## src/rtl/pipe_hazard_ctrl.sv

```systemverilog
// Stall/flush/forwarding scheduler for the 5-stage core: load-use, redirect and
// iterative-divide hazards, E-stage forwarding selects and a stall counter.
module pipe_hazard_ctrl #(
  parameter int DIV_TIMEOUT = 64,
  parameter int CNT_W       = 32
) (
  input  logic             clk,
  input  logic             rst,
  input  logic [4:0]       D_ra,
  input  logic [4:0]       D_rb,
  input  logic [4:0]       E_ra,
  input  logic [4:0]       E_rb,
  input  logic [4:0]       E_rd,
  input  logic [1:0]       E_result_src,
  input  logic             E_is_div,
  input  logic             E_redirect,
  input  logic [4:0]       M_rd,
  input  logic             M_RegWrite,
  input  logic [4:0]       W_rd,
  input  logic             W_RegWrite,
  input  logic             div_done,
  output logic             F_en,
  output logic             F_D_en,
  output logic             F_D_flush,
  output logic             D_E_en,
  output logic             CTRL_Flush,
  output logic             E_M_en,
  output logic             E_M_bubble,
  output logic [1:0]       fwdA,
  output logic [1:0]       fwdB,
  output logic             div_start,
  output logic [CNT_W-1:0] stall_count,
  output logic             div_timeout
);

  localparam int WAIT_W = (DIV_TIMEOUT > 1) ? $clog2(DIV_TIMEOUT) : 1;
  localparam logic [WAIT_W-1:0] WAIT_LAST = WAIT_W'(DIV_TIMEOUT - 1);

  typedef enum logic [0:0] {ST_RUN = 1'b0, ST_DIV_WAIT = 1'b1} state_t;

  state_t              state_r;
  state_t              state_nxt_s;
  logic [WAIT_W-1:0]   wait_cnt_r;
  logic [WAIT_W-1:0]   wait_nxt_s;
  logic                timeout_set_s;
  logic                load_use_s;

  // M stage is younger than W, so its result takes priority.
  function automatic logic [1:0] fwd_sel(input logic [4:0] rx,
                                         input logic [4:0] m_rd, input logic m_we,
                                         input logic [4:0] w_rd, input logic w_we);
    logic [1:0] sel;
    if (m_we && (m_rd != 5'd0) && (m_rd == rx)) begin
      sel = 2'b10;
    end else if (w_we && (w_rd != 5'd0) && (w_rd == rx)) begin
      sel = 2'b01;
    end else begin
      sel = 2'b00;
    end
    return sel;
  endfunction

  assign load_use_s = (E_result_src == 2'b01) && (E_rd != 5'd0) &&
                      ((E_rd == D_ra) || (E_rd == D_rb));

  // Next-state and pipeline control outputs.
  always_comb begin
    F_en          = 1'b1;
    F_D_en        = 1'b1;
    F_D_flush     = 1'b0;
    D_E_en        = 1'b1;
    CTRL_Flush    = 1'b0;
    E_M_en        = 1'b1;
    E_M_bubble    = 1'b0;
    div_start     = 1'b0;
    fwdA          = 2'b00;
    fwdB          = 2'b00;
    state_nxt_s   = state_r;
    wait_nxt_s    = wait_cnt_r;
    timeout_set_s = 1'b0;
    if (rst) begin
      state_nxt_s = ST_RUN;
      wait_nxt_s  = {WAIT_W{1'b0}};
    end else begin
      fwdA = fwd_sel(E_ra, M_rd, M_RegWrite, W_rd, W_RegWrite);
      fwdB = fwd_sel(E_rb, M_rd, M_RegWrite, W_rd, W_RegWrite);
      case (state_r)
        ST_RUN: begin
          if (E_is_div) begin
            div_start   = 1'b1;
            F_en        = 1'b0;
            F_D_en      = 1'b0;
            D_E_en      = 1'b0;
            E_M_en      = 1'b0;
            E_M_bubble  = 1'b1;
            state_nxt_s = ST_DIV_WAIT;
            wait_nxt_s  = {WAIT_W{1'b0}};
          end else if (E_redirect) begin
            // D is squashed, so any load-use hazard on it is moot.
            F_D_flush  = 1'b1;
            CTRL_Flush = 1'b1;
          end else if (load_use_s) begin
            F_en       = 1'b0;
            F_D_en     = 1'b0;
            CTRL_Flush = 1'b1;
          end else begin
            state_nxt_s = ST_RUN;
          end
        end
        ST_DIV_WAIT: begin
          if (div_done) begin
            state_nxt_s = ST_RUN;
            wait_nxt_s  = {WAIT_W{1'b0}};
          end else if (wait_cnt_r == WAIT_LAST) begin
            // Abandon the divide: release exactly as if it had completed.
            timeout_set_s = 1'b1;
            state_nxt_s   = ST_RUN;
            wait_nxt_s    = {WAIT_W{1'b0}};
          end else begin
            F_en       = 1'b0;
            F_D_en     = 1'b0;
            D_E_en     = 1'b0;
            E_M_en     = 1'b0;
            E_M_bubble = 1'b1;
            wait_nxt_s = wait_cnt_r + WAIT_W'(1);
          end
        end
        default: begin
          state_nxt_s = ST_RUN;
          wait_nxt_s  = {WAIT_W{1'b0}};
        end
      endcase
    end
  end

  // State, wait counter, stall counter and sticky watchdog flag.
  always_ff @(posedge clk) begin
    if (rst) begin
      state_r     <= ST_RUN;
      wait_cnt_r  <= {WAIT_W{1'b0}};
      stall_count <= {CNT_W{1'b0}};
      div_timeout <= 1'b0;
    end else begin
      state_r    <= state_nxt_s;
      wait_cnt_r <= wait_nxt_s;
      if (!F_en) begin
        stall_count <= stall_count + CNT_W'(1);
      end else begin
        stall_count <= stall_count;
      end
      if (timeout_set_s) begin
        div_timeout <= 1'b1;
      end else begin
        div_timeout <= div_timeout;
      end
    end
  end

endmodule

```

## config.mk

```make
export PLATFORM = sky130hd
export DESIGN_NAME = pipe_hazard_ctrl
export DESIGN_NICKNAME = d
export VERILOG_FILES = /design/src/rtl/pipe_hazard_ctrl.sv
export SDC_FILE = /design/constraint.sdc
export NUM_CORES = 1
export LEC_CHECK = 0
export BUFFER_PORTS_ARGS = -buffer_cell sky130_fd_sc_hd__buf_4
export CAP_MARGIN = 20
export CORE_UTILIZATION = 45
export DETAILED_ROUTE_END_ITERATION = 8
export PLACE_DENSITY = 0.74
export SYNTH_ARGS = -nofsm -noshare
export SYNTH_HDL_FRONTEND = slang
export SYNTH_SLANG_ARGS = --single-unit
```

## constraint.sdc

```tcl
create_clock -name clk -period 2.7 [get_ports clk]
set_input_delay 0.27 -clock clk [delete_from_list [all_inputs] [get_ports clk]]
set_output_delay 0.27 -clock clk [all_outputs]
set_load 0.01 [all_outputs]
```

==> reports/results.ini, run 1 <==
[outcome]
result_of_the_run=finished clean

[timing]
setup_viols_final=0
rsz_0062_raised_after_global_routing=false
fmaxAchievable_ghz=0.4048
setup-tns-final_ns=0
final.setup_skew_ns=0.009295
hold_viol_final=0
finalMaxSlewViolations=0
timing.final.crit_share_pct=91.50
clock_period_minus_final_worst_setup_slack_ns=2.470
worst-slew-pin-transition_ns=0.5022
relSlewSlack_pct=66.26
hold_slack_ns=0.2195

[grt]
grt_pass1_wl_um=10140
antenna_found_initial=0
grt_start_max_net_pins=37
grt_overflow=0
gr-usage-all-layers_pct=23.12
first_global_vias=2336

[min_path]
whs_endpoint=stall_count[2]
worstHoldPathType=in2reg
worstHoldPathCells=2
hp-start=rst

[worst_setup_path]
r2r.worst_path.cells=8
path_buf_inv=1
reg2reg_from=wait_cnt_r[0]
crit_slowest_cell=sky130_fd_sc_hd__a2111o_1
r2r_setup_slack_ns=0.23
critPathArrivalTime_ns=2.70
timing.critical_path.max_delay_family=compound AO/OA/AOI/OAI gates
crit_path_end_kind=flop
worstPathCellList=ha_1, and4_4, a21o_1, a2111o_1, o21ba_4, buf_4, or3_1, a21oi_1
timing.critical_path.from_type=flop
critical_path.reg2reg.endpoint=stall_count[19]
worst-setup-path-type=reg2reg
worst-endpoint-required_ns=2.93
cpPeakStageDelay_ns=0.41
crit_path_max_fanout=36
critPathLaunch=wait_cnt_r[0]

[logic_synthesis]
synth_simple_gate_area_share_pct=29.48
post_synth_mux_area_share_pct=0.8303
yosys.cell_types.count=39
synth.cell_area_um2=2411
synth_seq_area_share_pct=33.21
synth_edf_count=0
synth_compound_gate_area_share_pct=20.29
post_synth_xor_area_fraction_pct=11.26
dominant_combinational_cell_family_by_area_after_synthesis=simple AND/OR/NAND/NOR gates
synth-seq-cells=40
synth-adder-area-share_pct=1.038
syn_inst=300
synth_async_sr_flop_share_pct=0
syn-num-nets=346
synth.yosys.warnings=0
postSynth.topFlopCell=sky130_fd_sc_hd__dfxtp_1
syn_area_per_cell_um2=8.037

[drt]
postRouteAntennaNets=0
vias_per_cell=5.563
drc=0
firstDrtPassIters=4
detailroute.via_count=2570
wire_per_inst_um=13.29
routed_wirelength_um=6142
number_of_drc_markers_in_iteration_0=128

[pwr]
p_sw_share_pct=25.40
ir_worst_vdd_v=0.0002601
power_density_nw_per_um2=371.8
cellInternalPower_mw=0.9030
leak_pwr_nw=1.259
power.net_switching_mw=0.3074
combPwrFrac_pct=16.2
seqPwrFrac_pct=49.6
clkPwrFrac_pct=34.2

[floorplanning]
floorplan.die.width_um=75.20
fp.coreArea_um2=5140
fp.dieArea_um2=5654
initial_utilization_pct=46.91
fp-row-count=26
dieHeight_um=75.20
ioPinCount=89

[finish]
share_of_layout_cells_above_drive_strength_1_pct=27.55
area_growth_syn_to_layout_pct=35.03
layout.nets=437
antenna_cells_inserted=0
post-route-util_pct=63.34

[cts]
clock_path_buffers=2
numCtsBuffers=5
clkTransAtPathRegs_ns=0.07
cts_htree_levels=2
post_cts_hold_buffer_count=0
cts.sinks=40
clock_tree_from_tritoncts=built
buffer_cell_driving_the_clock_tree_root=sky130_fd_sc_hd__clkbuf_8
clock_insertion_delay_worst_skew_ns=0.30

[place]
placement.io_buffers=88
hpwlAfterDp_um=4644
gp_congestion=0.8317

[flow_run]
cap_violations=0

per-layer routing:
layer  wire length, um  track usage (%)  vias up
li1                  -                -     1300
met3               360            4.284        7
met2              3061            42.14       99
met5                 0                0        -
met4                79            8.025        0
met1              2641            27.10     1164
power by group through the flow:
| stage | clock (mW) | combinational (mW) | sequential (mW) |
|---|---|---|---|
| 2_1_floorplan | 0 | 0.100 | 0.612 |
| 3_3_place_gp | 0 | 0.192 | 0.614 |
| 3_5_place_dp | 0 | 0.195 | 0.614 |
| 4_1_cts | 0.422 | 0.196 | 0.600 |
| 5_1_grt | 0.455 | 0.215 | 0.601 |
| 6_report | 0.415 | 0.196 | 0.600 |
worst max path at each step:
stage,end,slack (ns),depth (start not counted)
2_1_floorplan,stall_count[30],0.30,9
3_3_place_gp,stall_count[17],0.18,8
3_5_place_dp,stall_count[19],0.12,8
4_1_cts,F_D_en,0.03,6
5_1_grt,stall_count[30],0.10,7
6_report,stall_count[19],0.23,8
synth_stat cells (2+ instances only):
cell	n	area (um2)
sky130_fd_sc_hd__inv_1	3	11.26
sky130_fd_sc_hd__dfxtp_1	40	800.8
sky130_fd_sc_hd__buf_4	2	15.01
sky130_fd_sc_hd__nor2_1	13	48.80
sky130_fd_sc_hd__o211ai_1	2	15.01
sky130_fd_sc_hd__nand3b_1	2	15.01
sky130_fd_sc_hd__or4_1	14	105.1
sky130_fd_sc_hd__a21oi_1	30	150.1
sky130_fd_sc_hd__clkbuf_1	8	30.03
sky130_fd_sc_hd__nor4_1	5	31.28
sky130_fd_sc_hd__nor2b_1	3	18.77
sky130_fd_sc_hd__ha_1	2	25.02
sky130_fd_sc_hd__mux2i_1	2	20.02
sky130_fd_sc_hd__a31oi_1	2	12.51
sky130_fd_sc_hd__buf_6	2	22.52
sky130_fd_sc_hd__nand3_1	18	90.09
sky130_fd_sc_hd__buf_2	3	15.01
sky130_fd_sc_hd__nor3_1	12	60.06
sky130_fd_sc_hd__o31ai_1	8	60.06
sky130_fd_sc_hd__o21ai_0	23	115.1
sky130_fd_sc_hd__a21o_1	2	15.01
sky130_fd_sc_hd__xor2_1	21	183.9
sky130_fd_sc_hd__xnor2_1	10	87.58
sky130_fd_sc_hd__nand2_1	13	48.80
sky130_fd_sc_hd__or3_1	21	131.4
sky130_fd_sc_hd__and2_1	4	25.02
sky130_fd_sc_hd__and3_1	6	37.54
sky130_fd_sc_hd__o21a_1	10	75.07
sky130_fd_sc_hd__nand4_1	9	56.30
stage by stage:
step	power (mW)	std cells	cell area (um2)	setup WS [ns]
floorplan	0.7120	300	2411	0.2997
global placement	0.8060	454	3159	0.1838
detailed placement	0.8092	454	3159	0.1199
CTS	1.218	462	3249	0.03414
global route	1.271	462	3256	0.1034
finish	1.210	462	3256	0.2295
final cells by class:
class | count | area, um2
timing repair buffer | 99 | 743.2
clock buffer | 8 | 90.09
tap | 70 | 87.58
multi-input combinational | 242 | 1523
sequential | 40 | 800.8
inverter | 3 | 11.26
fill | 491 | 1884
flip-flops by register name, summed over array words and instances (netlist names):
signal	flops
stall_count	32
wait_cnt_r	6
state_r	1
div_timeout	1
cells by family (layout without fill, tap and decap cells):
logic type,after synthesis,in the layout
mux,2,2
simple gates,125,125
compound gates,82,82
flops,40,40
fa+ha+maj,2,2
xor+xnor,31,31
buf+inv,18,110
layout by cell type, fill, tap and decap left out, drive strengths merged, types with 4 or more instances in the layout:
| cell type | Yosys | layout |
|---|---|---|
| xnor2 | 10 | 10 |
| o31ai | 8 | 8 |
| or4 | 14 | 14 |
| nor4 | 5 | 5 |
| dfxtp | 40 | 40 |
| xor2 | 21 | 21 |
| nor2 | 13 | 13 |
| nand3 | 18 | 18 |
| a21oi | 30 | 30 |
| and3 | 6 | 6 |
| nand4 | 9 | 9 |
| clkbuf | 8 | 8 |
| and2 | 4 | 4 |
| o21a | 10 | 10 |
| nand2 | 13 | 13 |
| buf | 7 | 99 |
| o21ai | 23 | 23 |
| nor3 | 12 | 12 |
| or3 | 21 | 21 |
repair_timing:
item,in CTS,in global routing
endpoints found under the setup margin,0,10
gates resized for setup,0,1
setup buffers,0,0
Note: power is estimated with default switching activity, not from simulation.
==> run 2: changes to the inputs <==
Settings changed: CTS_BUF_LIST from default to sky130_fd_sc_hd__clkbuf_16.
==> reports/results.ini, run 2 (same netlist as run 1, synthesis figures left out) <==
[timing]
setup-tns-final_ns=0  ; unchanged
hold_viol_final=0  ; unchanged
final.setup_skew_ns=0.005249  ; -0.004046 ns
finalMaxSlewViolations=0  ; unchanged
clock_period_minus_final_worst_setup_slack_ns=2.486  ; +0.01515 ns
setup_ws_ns=0.2144  ; -0.01515 ns
setup_viols_final=0  ; unchanged
worst-slew-pin-transition_ns=0.5096  ; +0.007366 ns
relSlewSlack_pct=65.76  ; -0.49 points
rsz_0062_raised_after_global_routing=false
fmaxAchievable_ghz=0.4023  ; -0.61%
timing.final.crit_share_pct=92.06  ; +0.56 points

[cts]
numCtsBuffers=5  ; unchanged
clock_path_buffers=2  ; unchanged
post_cts.repair.setup_buffers=0  ; unchanged
buffer_cell_driving_the_clock_tree_root=sky130_fd_sc_hd__clkbuf_16
clock_insertion_delay_worst_skew_ns=0.27  ; -0.03 ns
cts.sinks=40  ; unchanged
clock_tree_from_tritoncts=built
ctsResizeCount=0  ; unchanged
post_cts_hold_buffer_count=0  ; unchanged
cts_htree_levels=2  ; unchanged
clkTransAtPathRegs_ns=0.06  ; about the same

[finish]
largestRegisters=stall_count x32, wait_cnt_r x6
most_common_library_cell_in_the_layout_ignoring_fill_and_taps=sky130_fd_sc_hd__buf_4
antenna_cells_inserted=0  ; unchanged
area_growth_syn_to_layout_pct=36.95
layout.nets=437  ; unchanged
share_of_layout_cells_above_drive_strength_1_pct=27.30  ; -0.26 points
registers.top_by_ff_count=stall_count
largest_reg_flops=32  ; unchanged
mostFrequentLayoutCells=sky130_fd_sc_hd__buf_4, sky130_fd_sc_hd__dfxtp_1, sky130_fd_sc_hd__a21oi_1

[pwr]
ir_worst_vdd_v=0.0002630  ; +1.1%
cellInternalPower_mw=1.028  ; +14%
power.net_switching_mw=0.3219  ; +4.7%
seqPwrFrac_pct=44.5  ; -5.1 points
clkPwrFrac_pct=41.0  ; +6.8 points
leak_pwr_nw=1.287  ; +2.3%
power_density_nw_per_um2=408.7  ; +9.9%
p_sw_share_pct=23.86  ; -1.5 points
combPwrFrac_pct=14.5  ; -1.7 points

[floorplanning]
fp.coreArea_um2=5140  ; unchanged
fp-row-count=26  ; unchanged
dieHeight_um=75.20  ; unchanged
floorplan.die.width_um=75.20  ; unchanged
ioPinCount=89  ; unchanged
initial_utilization_pct=46.91  ; unchanged
fp.dieArea_um2=5654  ; unchanged

[min_path]
worstHoldPathCells=2  ; unchanged
worstHoldPathType=in2reg

[drt]
detailroute.via_count=2583  ; +0.51%
routed_wirelength_um=6093  ; -0.80%
postRouteAntennaNets=0  ; unchanged
firstDrtPassIters=4  ; unchanged
drc=0  ; unchanged
wire_per_inst_um=13.19  ; -0.80%
vias_per_cell=5.591  ; +0.51%
number_of_drc_markers_in_iteration_0=130  ; +1.6%

[worst_setup_path]
worst-setup-path-type=reg2reg
crit_path_max_fanout=36  ; unchanged
r2r_setup_slack_ns=0.21  ; -0.02 ns
r2r.worst_path.cells=7  ; -1
crit_path_end_kind=flop
worst-endpoint-required_ns=2.90  ; -0.03 ns
timing.critical_path.from_type=flop
critPathArrivalTime_ns=2.68  ; -0.02 ns

[place]
gp_congestion=0.8317  ; unchanged
placement.io_buffers=88  ; unchanged
placement.setup.worst_slack_ns=0.1199  ; unchanged
hpwlAfterDp_um=4644  ; unchanged

[grt]
gr-usage-all-layers_pct=22.70  ; -0.42 points
antenna_found_initial=0  ; unchanged
first_global_vias=2331  ; -0.21%
grt_overflow=0  ; unchanged
grt_start_max_net_pins=37  ; unchanged
grt_pass1_wl_um=10060  ; -0.75%

[flow_run]
cap_violations=0  ; unchanged

[outcome]
result_of_the_run=finished clean

==> run 2: final timing paths <==
check | end | startpoint
worst max-delay path | stall_count[10] | wait_cnt_r[0]
worst max register to register | stall_count[10] | wait_cnt_r[0]
worst min register to register | stall_count[6] | stall_count[6]
worst min-delay path | stall_count[7] | rst
==> run 2: layout make-up <==
cell class / instances / area, um2
flip-flops and latches: 40 / 800.8
inverters: 3 / 11.26
clock buffers: 5 / 125.1
clock inverters: 3 / 11.26
well taps: 70 / 87.58
multi-input cells: 242 / 1523
repair buffers: 99 / 743.2
fillers: 475 / 1838
==> run 2: power by group through the flow <==
stage | combinational, mW | clock [mW] | sequential [mW]
floorplan | 0.100 | 0 | 0.612
global placement | 0.192 | 0 | 0.614
detailed placement | 0.195 | 0 | 0.614
CTS | 0.196 | 0.560 | 0.601
global route | 0.215 | 0.592 | 0.602
finish | 0.196 | 0.553 | 0.601
==> run 2: per-layer routing <==
layer	routed length [um]	GRT usage, %	vias to the layer above
li1	-	-	1303
met3	374	4.819	2
met1	2651	27.01	1172
met4	27	4.938	0
met2	3039	41.84	106
met5	0	0	-
==> run 2: through the flow <==
stage	util [%]	hold WS [ns]	total power [mW]	std cells	area, um2
3_5_place_dp	61.47	0.4835	0.8092	454	3159
5_1_grt	64.24	0.2565	1.409	462	3302
4_1_cts	64.12	0.2448	1.357	462	3296
6_report	64.24	0.2400	1.350	462	3302
2_1_floorplan	-	0.4520	0.7120	300	2411
3_3_place_gp	61.47	0.4816	0.8060	454	3159
==> run 2: critical path, cell delays in order, from the launching register on <==
cell	delay, ns
sky130_fd_sc_hd__dfxtp_1	0.33
sky130_fd_sc_hd__ha_1	0.25
sky130_fd_sc_hd__and4_4	0.21
sky130_fd_sc_hd__a21o_1	0.17
sky130_fd_sc_hd__a2111o_1	0.41
sky130_fd_sc_hd__o21ba_4	0.32
sky130_fd_sc_hd__or4_1	0.53
sky130_fd_sc_hd__a21oi_1	0.17
==> run 3: changes to the inputs <==
--- a/config.mk
+++ b/config.mk
@@ -12,4 +12,5 @@
 export DETAILED_ROUTE_END_ITERATION = 8
 export PLACE_DENSITY = 0.74
+export SLEW_MARGIN = 40
 export SYNTH_ARGS = -nofsm -noshare
 export SYNTH_HDL_FRONTEND = slang
==> constraint.sdc (replaced) <==
create_clock -name clk -period 2.7 [get_ports clk]
set_input_delay 0.135 -clock clk [delete_from_list [all_inputs] [get_ports clk]]
set_output_delay 0.135 -clock clk [all_outputs]
set_load 0.01 [all_outputs]
==> reports/results.ini, run 3 (same netlist as run 1, synthesis figures left out) <==
[worst_setup_path]
crit_path_max_fanout=34  ; -5.6%
critPathArrivalTime_ns=2.36  ; -0.32 ns
crit_path_frequent_cell=sky130_fd_sc_hd__buf_4
path_buf_inv=2  ; +2
worst-setup-path-type=reg2out
timing.critical_path.from_type=flop
crit_path_end_kind=output port
timing.critical_path.max_delay_family=compound AO/OA/AOI/OAI gates
worst-endpoint-required_ns=2.57  ; -0.33 ns
crit_slowest_cell=sky130_fd_sc_hd__o21ba_4
worstPathCellList=ha_1, and4_4, a21oi_1, o21a_1, o21ba_4, buf_4, buf_4
cpPeakStageDelay_ns=0.47  ; -0.06 ns

[finish]
largestRegisters=stall_count x32, wait_cnt_r x6
most_common_library_cell_in_the_layout_ignoring_fill_and_taps=sky130_fd_sc_hd__buf_4
post-route-util_pct=64.34  ; +0.097 points
layout.nets=434  ; -0.69%
share_of_layout_cells_above_drive_strength_1_pct=27.25  ; -0.047 points
antenna_cells_inserted=0  ; unchanged
layout.cells.non_filler=459  ; -0.65%
area_growth_syn_to_layout_pct=37.16
largest_reg_flops=32  ; unchanged
mostFrequentLayoutCells=sky130_fd_sc_hd__buf_4, sky130_fd_sc_hd__dfxtp_1, sky130_fd_sc_hd__a21oi_1
finalInstanceArea_um2=3307  ; +0.15%
registers.top_by_ff_count=stall_count

[cts]
post_cts.repair.setup_buffers=0  ; unchanged
numCtsBuffers=5  ; unchanged
clock_path_buffers=2  ; unchanged
clkTransAtPathRegs_ns=0.06  ; about the same
buffer_cell_driving_the_clock_tree_root=sky130_fd_sc_hd__clkbuf_16
clock_tree_from_tritoncts=built
cts_htree_levels=2  ; unchanged
cts.sinks=40  ; unchanged
clock_insertion_delay_worst_skew_ns=0.29  ; +0.02 ns

[floorplanning]
fp.coreArea_um2=5140  ; unchanged
ioPinCount=89  ; unchanged
fp-row-count=26  ; unchanged
dieHeight_um=75.20  ; unchanged
initial_utilization_pct=46.91  ; unchanged
fp.dieArea_um2=5654  ; unchanged
floorplan.die.width_um=75.20  ; unchanged

[timing]
finalMaxSlewViolations=0  ; unchanged
timing.final.crit_share_pct=92.58  ; +0.52 points
clock_period_minus_final_worst_setup_slack_ns=2.500  ; +0.01405 ns
setup_ws_ns=0.2004  ; -0.01405 ns
rsz_0062_raised_after_global_routing=false
hold_slack_ns=0.1500  ; -0.09007 ns
setup-tns-final_ns=0  ; unchanged
setup_viols_final=0  ; unchanged
fmaxAchievable_ghz=0.4001  ; -0.56%
final.setup_skew_ns=0.003155  ; -0.002095 ns
hold_viol_final=0  ; unchanged
relSlewSlack_pct=64.87  ; -0.90 points
worst-slew-pin-transition_ns=0.5230  ; +0.01339 ns

[grt]
grt_start_max_net_pins=38  ; +2.7%
first_global_vias=2327  ; -0.17%
gr-usage-all-layers_pct=22.81  ; +0.11 points
grt_pass1_wl_um=9742  ; -3.2%
grt_overflow=0  ; unchanged
antenna_found_initial=0  ; unchanged

[place]
placed_area_um2=3137  ; -0.71%
dp.cells=451  ; -0.66%
gp_congestion=0.8760  ; +5.3%
hpwlAfterDp_um=4629  ; -0.31%
placement.setup.worst_slack_ns=0.1078  ; -0.01200 ns
placement.io_buffers=88  ; unchanged

[drt]
postRouteAntennaNets=0  ; unchanged
firstDrtPassIters=4  ; unchanged
detailroute.via_count=2593  ; +0.39%
number_of_drc_markers_in_iteration_0=149  ; +15%
vias_per_cell=5.649  ; +1.0%
routed_wirelength_um=6291  ; +3.2%
wire_per_inst_um=13.71  ; +3.9%
drc=0  ; unchanged

[pwr]
power_density_nw_per_um2=442.3  ; +8.2%
power_mw=1.462  ; +8.4%
ir_worst_vdd_v=0.0002495  ; -5.1%
leak_pwr_nw=1.285  ; -0.19%

[min_path]
worstHoldPathType=in2reg

[outcome]
result_of_the_run=finished clean

[flow_run]
cap_violations=0  ; unchanged

## run 3: changes by cell type in the layout (fill, tap and decap cells not counted), sizes merged
| cell | previous run | this run |
|---|---|---|
| inv | 5 | 4 |
| buf | 99 | 96 |
| bufinv | 0 | 1 |
## run 3: worst paths after layout
| kind | from | to | slack (ns) | cells after the start |
|---|---|---|---|---|
| min | div_done | wait_cnt_r[1] | 0.15 | 3 |
| min reg2reg | div_timeout | div_timeout | 0.50 | 2 |
| max | wait_cnt_r[0] | F_D_en | 0.20 | 7 |
| max reg2reg | wait_cnt_r[0] | stall_count[15] | 0.20 | 8 |
## run 3: cell type report
cell class	count	area, um2
tap	70	87.58
timing repair buffer	96	720.7
sequential	40	800.8
inverter	3	11.26
clock buffer	5	125.1
multi-input combinational	242	1523
clock inverter	3	38.79
fill	480	1833
## run 3: power breakdown
group,internal (mW),switching [mW],leakage [nW]
combinational,0.0992,0.0979,0.877
clock,0.431,0.236,0.0850
sequential,0.594,0.00451,0.323
## run 3: worst reg2reg max path, cell delays in order (launching register included)
cell,delay (ns)
sky130_fd_sc_hd__dfxtp_1,0.33
sky130_fd_sc_hd__ha_1,0.26
sky130_fd_sc_hd__and4_4,0.22
sky130_fd_sc_hd__a21o_1,0.18
sky130_fd_sc_hd__a2111o_1,0.42
sky130_fd_sc_hd__o21ba_4,0.31
sky130_fd_sc_hd__buf_4,0.23
sky130_fd_sc_hd__or3_1,0.35
sky130_fd_sc_hd__a21oi_1,0.14
## run 3: per-layer routing
metal | up-vias | track usage [%] | share of wire [%]
met5 | - | 0 | 0
met4 | 0 | 9.877 | 1.7
met3 | 10 | 6.158 | 6.4
met2 | 96 | 40.94 | 48
met1 | 1192 | 25.31 | 43
li1 | 1295 | - | -
## run 3: timing repair
item,CTS,global route
endpoints found under the setup margin,2,0
hold buffers,0,0
gates resized for setup,1,0
